**config.mk**
```make
export PLATFORM = sky130hd
export DESIGN_NAME = l2_bank_router
export DESIGN_NICKNAME = d
export VERILOG_FILES = /design/src/rtl/l2_bank_router.sv
export SDC_FILE = /design/constraint.sdc
export NUM_CORES = 1
export LEC_CHECK = 0
export CAP_MARGIN = 20
export CORE_AREA = 4 4 168 170
export DETAILED_ROUTE_END_ITERATION = 10
export DIE_AREA = 0 0 172 174
export PLACE_DENSITY = 0.48
export SETUP_SLACK_MARGIN = 0.15
export SYNTH_ARGS = -nofsm -noshare
export SYNTH_HDL_FRONTEND = slang
export SYNTH_SLANG_ARGS = --single-unit
```
**constraint.sdc**
```tcl
create_clock -name clk_i -period 6.3 [get_ports clk_i]
set_input_delay 1.575 -clock clk_i [delete_from_list [all_inputs] [get_ports clk_i]]
set_output_delay 1.575 -clock clk_i [all_outputs]
set_load 0.01 [all_outputs]
```
**src/rtl/l2_bank_router.sv**
```systemverilog
// Routes one TCDM-style master port onto word-interleaved plus contiguous private L2 banks,
// with an optional request register stage and a registered read/error response path.
module l2_bank_router #(
   parameter int unsigned           ADDR_WIDTH       = 32,
   parameter int unsigned           DATA_WIDTH       = 32,
   parameter logic [ADDR_WIDTH-1:0] BASE_ADDR        = 32'h1C00_0000,
   parameter int unsigned           N_L2_BANKS       = 4,
   parameter int unsigned           N_L2_BANKS_PRI   = 2,
   parameter int unsigned           L2_BANK_SIZE     = 28672,
   parameter int unsigned           L2_BANK_SIZE_PRI = 8192,
   parameter int unsigned           REQ_PIPE         = 0,
   localparam int unsigned          IL_AW            = $clog2(L2_BANK_SIZE),
   localparam int unsigned          PRI_AW           = $clog2(L2_BANK_SIZE_PRI),
   localparam int unsigned          BE_W             = DATA_WIDTH / 8
) (
   input  logic                               clk_i,
   input  logic                               rst_i,
   input  logic                               req_i,
   output logic                               gnt_o,
   input  logic [ADDR_WIDTH-1:0]              addr_i,
   input  logic                               we_i,
   input  logic [BE_W-1:0]                    be_i,
   input  logic [DATA_WIDTH-1:0]              wdata_i,
   output logic                               rvalid_o,
   output logic [DATA_WIDTH-1:0]              rdata_o,
   output logic                               err_o,
   output logic [N_L2_BANKS-1:0]              il_req_o,
   input  logic [N_L2_BANKS-1:0]              il_gnt_i,
   output logic [N_L2_BANKS*IL_AW-1:0]        il_addr_o,
   output logic [N_L2_BANKS_PRI-1:0]          pri_req_o,
   input  logic [N_L2_BANKS_PRI-1:0]          pri_gnt_i,
   output logic [N_L2_BANKS_PRI*PRI_AW-1:0]   pri_addr_o,
   output logic                               bank_we_o,
   output logic [BE_W-1:0]                    bank_be_o,
   output logic [DATA_WIDTH-1:0]              bank_wdata_o,
   input  logic [N_L2_BANKS*DATA_WIDTH-1:0]   il_rdata_i,
   input  logic [N_L2_BANKS_PRI*DATA_WIDTH-1:0] pri_rdata_i
);

   localparam int unsigned IL_SH  = $clog2(N_L2_BANKS);
   localparam int unsigned IL_BW  = (N_L2_BANKS > 1) ? IL_SH : 1;
   localparam int unsigned PRI_BW = (N_L2_BANKS_PRI > 1) ? $clog2(N_L2_BANKS_PRI) : 1;
   localparam int unsigned SEL_BW = (IL_BW > PRI_BW) ? IL_BW : PRI_BW;
   localparam logic [ADDR_WIDTH-1:0] PRI_WORDS = ADDR_WIDTH'(N_L2_BANKS_PRI * L2_BANK_SIZE_PRI);
   localparam logic [ADDR_WIDTH-1:0] IL_WORDS  = ADDR_WIDTH'(N_L2_BANKS * L2_BANK_SIZE);

   logic                  w_act_valid;
   logic [ADDR_WIDTH-1:0] w_act_addr;
   logic                  w_act_we;
   logic [BE_W-1:0]       w_act_be;
   logic [DATA_WIDTH-1:0] w_act_wdata;
   logic                  w_fire;

   generate
      if (REQ_PIPE == 0) begin : g_direct
         assign w_act_valid = req_i;
         assign w_act_addr  = addr_i;
         assign w_act_we    = we_i;
         assign w_act_be    = be_i;
         assign w_act_wdata = wdata_i;
         assign gnt_o       = req_i & w_fire;
      end else begin : g_pipe
         logic                  r_pipe_valid;
         logic [ADDR_WIDTH-1:0] r_pipe_addr;
         logic                  r_pipe_we;
         logic [BE_W-1:0]       r_pipe_be;
         logic [DATA_WIDTH-1:0] r_pipe_wdata;

         // A fire together with a new grant reloads the stage, so it never bubbles.
         assign gnt_o = req_i & (~r_pipe_valid | w_fire);

         // NOTE: sequential state uses non-blocking assignments so every flop samples pre-edge values.
         always_ff @(posedge clk_i) begin
            if (rst_i) begin
               r_pipe_valid <= 1'b0;
            end else if (gnt_o) begin
               r_pipe_valid <= 1'b1;
            end else if (w_fire) begin
               r_pipe_valid <= 1'b0;
            end
         end

         // NOTE: payload registers carry no reset; they are only observed behind a reset valid bit.
         always_ff @(posedge clk_i) begin
            if (gnt_o) begin
               r_pipe_addr  <= addr_i;
               r_pipe_we    <= we_i;
               r_pipe_be    <= be_i;
               r_pipe_wdata <= wdata_i;
            end
         end

         assign w_act_valid = r_pipe_valid;
         assign w_act_addr  = r_pipe_addr;
         assign w_act_we    = r_pipe_we;
         assign w_act_be    = r_pipe_be;
         assign w_act_wdata = r_pipe_wdata;
      end
   endgenerate

   logic                  w_below;
   logic [ADDR_WIDTH-1:0] w_off;
   logic [ADDR_WIDTH-1:0] w_word;
   logic [ADDR_WIDTH-1:0] w_iw;
   logic [ADDR_WIDTH-1:0] w_il_row_full;
   logic [ADDR_WIDTH-1:0] w_pri_bank_full;
   logic                  w_in_pri;
   logic                  w_in_il;
   logic                  w_err;
   logic [IL_BW-1:0]      w_il_bank;
   logic [IL_AW-1:0]      w_il_row;
   logic [PRI_BW-1:0]     w_pri_bank;
   logic [PRI_AW-1:0]     w_pri_row;
   logic                  w_bank_gnt;

   assign w_below  = (w_act_addr < BASE_ADDR);
   assign w_off    = w_act_addr - BASE_ADDR;
   assign w_word   = w_off >> 2;
   assign w_in_pri = ~w_below & (w_word < PRI_WORDS);
   assign w_iw     = w_word - PRI_WORDS;
   assign w_in_il  = ~w_below & ~w_in_pri & (w_iw < IL_WORDS);
   assign w_err    = ~w_in_pri & ~w_in_il;

   // Interleaved banks are a power of two, so modulo/divide reduce to slicing and shifting.
   assign w_il_bank       = (N_L2_BANKS > 1) ? w_iw[IL_BW-1:0] : '0;
   assign w_il_row_full   = w_iw >> IL_SH;
   assign w_il_row        = w_il_row_full[IL_AW-1:0];
   assign w_pri_bank_full = w_word >> PRI_AW;
   assign w_pri_bank      = (N_L2_BANKS_PRI > 1) ? w_pri_bank_full[PRI_BW-1:0] : '0;
   assign w_pri_row       = w_word[PRI_AW-1:0];

   // NOTE: every combinational output gets a default first, so no path can infer a latch.
   always_comb begin
      il_req_o  = '0;
      pri_req_o = '0;
      if (w_act_valid & w_in_il) begin
         il_req_o[w_il_bank] = 1'b1;
      end
      if (w_act_valid & w_in_pri) begin
         pri_req_o[w_pri_bank] = 1'b1;
      end
   end

   assign w_bank_gnt = w_err
                     | (w_in_il  & il_gnt_i[w_il_bank])
                     | (w_in_pri & pri_gnt_i[w_pri_bank]);
   assign w_fire     = w_act_valid & w_bank_gnt;

   generate
      for (genvar i = 0; i < N_L2_BANKS; i++) begin : g_il_addr
         assign il_addr_o[i*IL_AW +: IL_AW] = (w_act_valid & w_in_il) ? w_il_row : '0;
      end
      for (genvar j = 0; j < N_L2_BANKS_PRI; j++) begin : g_pri_addr
         assign pri_addr_o[j*PRI_AW +: PRI_AW] = (w_act_valid & w_in_pri) ? w_pri_row : '0;
      end
   endgenerate

   // Broadcast write bus stays quiet unless a real bank access is presented.
   assign bank_we_o    = w_act_valid & ~w_err & w_act_we;
   assign bank_be_o    = (w_act_valid & ~w_err) ? w_act_be    : '0;
   assign bank_wdata_o = (w_act_valid & ~w_err) ? w_act_wdata : '0;

   logic              r_resp_valid;
   logic              r_resp_err;
   logic              r_resp_pri;
   logic [SEL_BW-1:0] r_resp_bank;

   always_ff @(posedge clk_i) begin
      if (rst_i) begin
         r_resp_valid <= 1'b0;
         r_resp_err   <= 1'b0;
      end else begin
         r_resp_valid <= w_fire;
         r_resp_err   <= w_fire & w_err;
      end
   end

   always_ff @(posedge clk_i) begin
      if (w_fire) begin
         r_resp_pri  <= w_in_pri;
         r_resp_bank <= w_in_pri ? SEL_BW'(w_pri_bank) : SEL_BW'(w_il_bank);
      end
   end

   always_comb begin
      rdata_o = '0;
      if (r_resp_valid & ~r_resp_err) begin
         if (r_resp_pri) begin
            rdata_o = pri_rdata_i[r_resp_bank*DATA_WIDTH +: DATA_WIDTH];
         end else begin
            rdata_o = il_rdata_i[r_resp_bank*DATA_WIDTH +: DATA_WIDTH];
         end
      end
   end

   assign rvalid_o = r_resp_valid;
   assign err_o    = r_resp_valid & r_resp_err;

endmodule
```
==> results.json <==
{
  "antenna_found_initial": 1,
  "cp_cell_sequence": "clkdlybuf4s50_1 -> ha_1 -> or2_2 -> a2111o_1 -> buf_4 -> nor3_1 -> o21ba_4 -> nor3_1 -> clkdlybuf4s50_1",
  "cts_buffer_depth": 2,
  "critPathMaxFanout": 37,
  "place.gp.congestion": 0.7710,
  "status": "finished, final reports clean",
  "area_growth_pct": 146.5,
  "relSlewSlack_pct": 45.62,
  "cp_slowest_cell": "clkdlybuf4s50_1",
  "tns_ns": 0,
  "min_period_ns": 6.056,
  "path_clk_slew_ns": 0.03,
  "setup-violations-final": 0,
  "worstHoldStart": "rst_i",
  "rows": 60,
  "port_buffers": 431,
  "rsz0062_at_grt": "yes",
  "viasPerCell": 4.030,
  "critPathBufInv": 3,
  "slew_violations": 0,
  "dieArea_um2": 29930,
  "synth.net_count": 680,
  "drive_gt1_share_pct": 14.73,
  "htree_levels": 1,
  "slowest_delay_ns": 0.57,
  "hold_end": "rvalid_o$_SDFF_PP0_",
  "routed_wl_um": 20820,
  "p_leak_nw": 3.377,
  "first_pass_iters": 4,
  "ys.flop_type": "edfxtp_1",
  "post_synth_num_cell_types": 42,
  "synth-edff-count": 3,
  "fp.dieW_um": 172,
  "cts-root-buf": "clkbuf_16",
  "fmax_ghz": 0.1651,
  "yosys_register_bits": 5,
  "dp.cells": 1103,
  "grt_pass1_wl_um": 29260,
  "ant_nets": 0,
  "grt_pass1_vias": 4953,
  "postLayoutCellArea_um2": 7685,
  "drc_errors": 0,
  "core_um2": 26730,
  "required_ns": 4.72,
  "grt_busiest_layer": "met2",
  "hold_path_depth": 4,
  "start_util_pct": 11.67,
  "drt-initial-drc-count": 154,
  "p_per_area_nw_per_um2": 67.22,
  "syn_area_per_cell_um2": 7.642,
  "endpoint_kind": "primary output",
  "synth_area_leader_cell": "mux4_2",
  "synth_top_area_share_pct": 23.84,
  "crit_path_start_kind": "input pin",
  "met3_usage_pct": 3.616,
  "yosysSeqAreaShare_pct": 4.173,
  "cts.sinks": 5,
  "antenna_cells": 0,
  "io_pins": 434,
  "cts_tree": "yes",
  "vias": 4465,
  "cts_hold_buf": 0,
  "grt_start_max_net_pins": 57,
  "final_util_pct": 28.75,
  "postSynthCellCount": 408,
  "cp.depth": 9,
  "min_path_type": "in -> reg",
  "die_y_um": 174,
  "synth_area_um2": 3118,
  "hold_violations": 0,
  "path_class": "in -> out",
  "synth_area_leaders": "mux4_2 (24%), buf_4 (14%), mux2_2 (13%)",
  "nFillCells": 2888,
  "ys_async_sr_fraction_pct": 0,
  "grtUsageMet1_pct": 13.76,
  "gr-usage-all-layers_pct": 12.54,
  "cap_violations": 0,
  "place_hpwl_um": 17490,
  "stdcell_count": 1108,
  "worst_pin_slew_ns": 0.8157,
  "synth_warnings": 0,
  "wl_per_cell_um": 18.79,
  "cp.arrival_ns": 4.48,
  "numCtsBuffers": 3,
  "place_area_um2": 7427,
  "fin_nets": 1040,
  "crit_family": "buffers and inverters",
  "post-route-period-util_pct": 96.12,
  "peakVddDrop_mv": 0.08045,
  "overflow": 0,
  "gr-usage-met2_pct": 24.40
}
per-stage QoR:
stage / hold slack [ns] / power (mW) / setup slack, ns
global route: 2.156 / 0.5509 / 0.03891
CTS: 2.121 / 0.5243 / 0.09653
detailed placement: 2.354 / 0.4174 / -0.01661
floorplan: 1.745 / 0.1832 / 0.8920
finish: 2.089 / 0.5166 / 0.2442
global placement: 2.343 / 0.4158 / 0.02479
sequential cells by signal, summed over array words and instances (netlist names):
signal / cells
r_resp_bank: 2
rvalid_o: 1
r_resp_err: 1
r_resp_pri: 1
synth_stat cells (all sizes together), types with 3 or more instances:
master	number
edfxtp	3
nor2b	3
nor2	63
mux2	35
nor3b	4
nand2	52
o21ai	4
a22oi	32
inv	5
mux4	33
buf	70
nand3	3
and3	3
nor3	41
clkbuf	27
final cells by class:
type                    count  area [µm²]  share of cell area, %
clock buffers               4       78.83                  1.026
inverters                   5       18.77                 0.2442
multi-input cells         301        2445                  31.81
flip-flops and latches      5       130.1                  1.693
well taps                 341       426.7                  5.552
repair buffers            452        4586                  59.67
cell usage in the layout (no fill, tap or decap), types with 3 or more instances in the layout:
master,count
inv_1,5
o21ai_0,4
nor2b_1,3
mux4_2,33
nor2_2,8
edfxtp_1,3
mux2_2,35
nor2_4,4
buf_4,18
nor3_1,40
a22oi_1,32
dlymetal6s2s_1,41
dlygate4sd2_1,10
clkdlybuf4s50_1,379
clkbuf_16,3
nand2_1,52
nor2_1,51
nand3_1,3
and3_1,3
power breakdown:
part	total, mW	switching, mW	internal (mW)	leakage (nW)
Sequential	0.0403	0.00319	0.0371	0.0457
Clock	0.103	0.0189	0.0837	0.0382
Combinational	0.374	0.127	0.246	3.29
per-layer routing:
layer  routed length (µm)  up-vias
li1                     -     2142
met1                 7475     2046
met2                10910      267
met3                 2291       10
met4                  141        0
met5                    0        -
how the worst max path moves through the flow:
| stage | startpoint | to |
|---|---|---|
| 6_report | addr_i[26] | bank_wdata_o[27] |
| 5_1_grt | addr_i[26] | bank_wdata_o[15] |
| 4_1_cts | addr_i[26] | il_req_o[2] |
| 3_5_place_dp | addr_i[26] | il_addr_o[0] |
| 3_3_place_gp | addr_i[26] | il_req_o[2] |
| 2_1_floorplan | addr_i[26] | il_addr_o[27] |
what timing repair did:
item | 4_1_cts | 5_1_grt
gates cloned | 0 | 0
resized for setup | 21 | 49
pin swaps | 1 | 0
setup endpoints to repair | 101 | 94
setup buffers | 1 | 0
cells by family (layout without fill, tap and decap cells):
kind of cell / after synthesis / in the layout / share of synthesized area (%)
adders and majority gates: 2 / 2 / 0.8024
buffers and inverters: 102 / 461 / 19.58
DFF: 5 / 5 / 4.174
AOI/OAI and AO/OA: 45 / 45 / 10.79
and+or+nand+nor: 183 / 183 / 27.33
muxes: 68 / 68 / 36.48
xor gates and xnor gates: 3 / 3 / 0.8429
(Power assumes the default switching activity.)
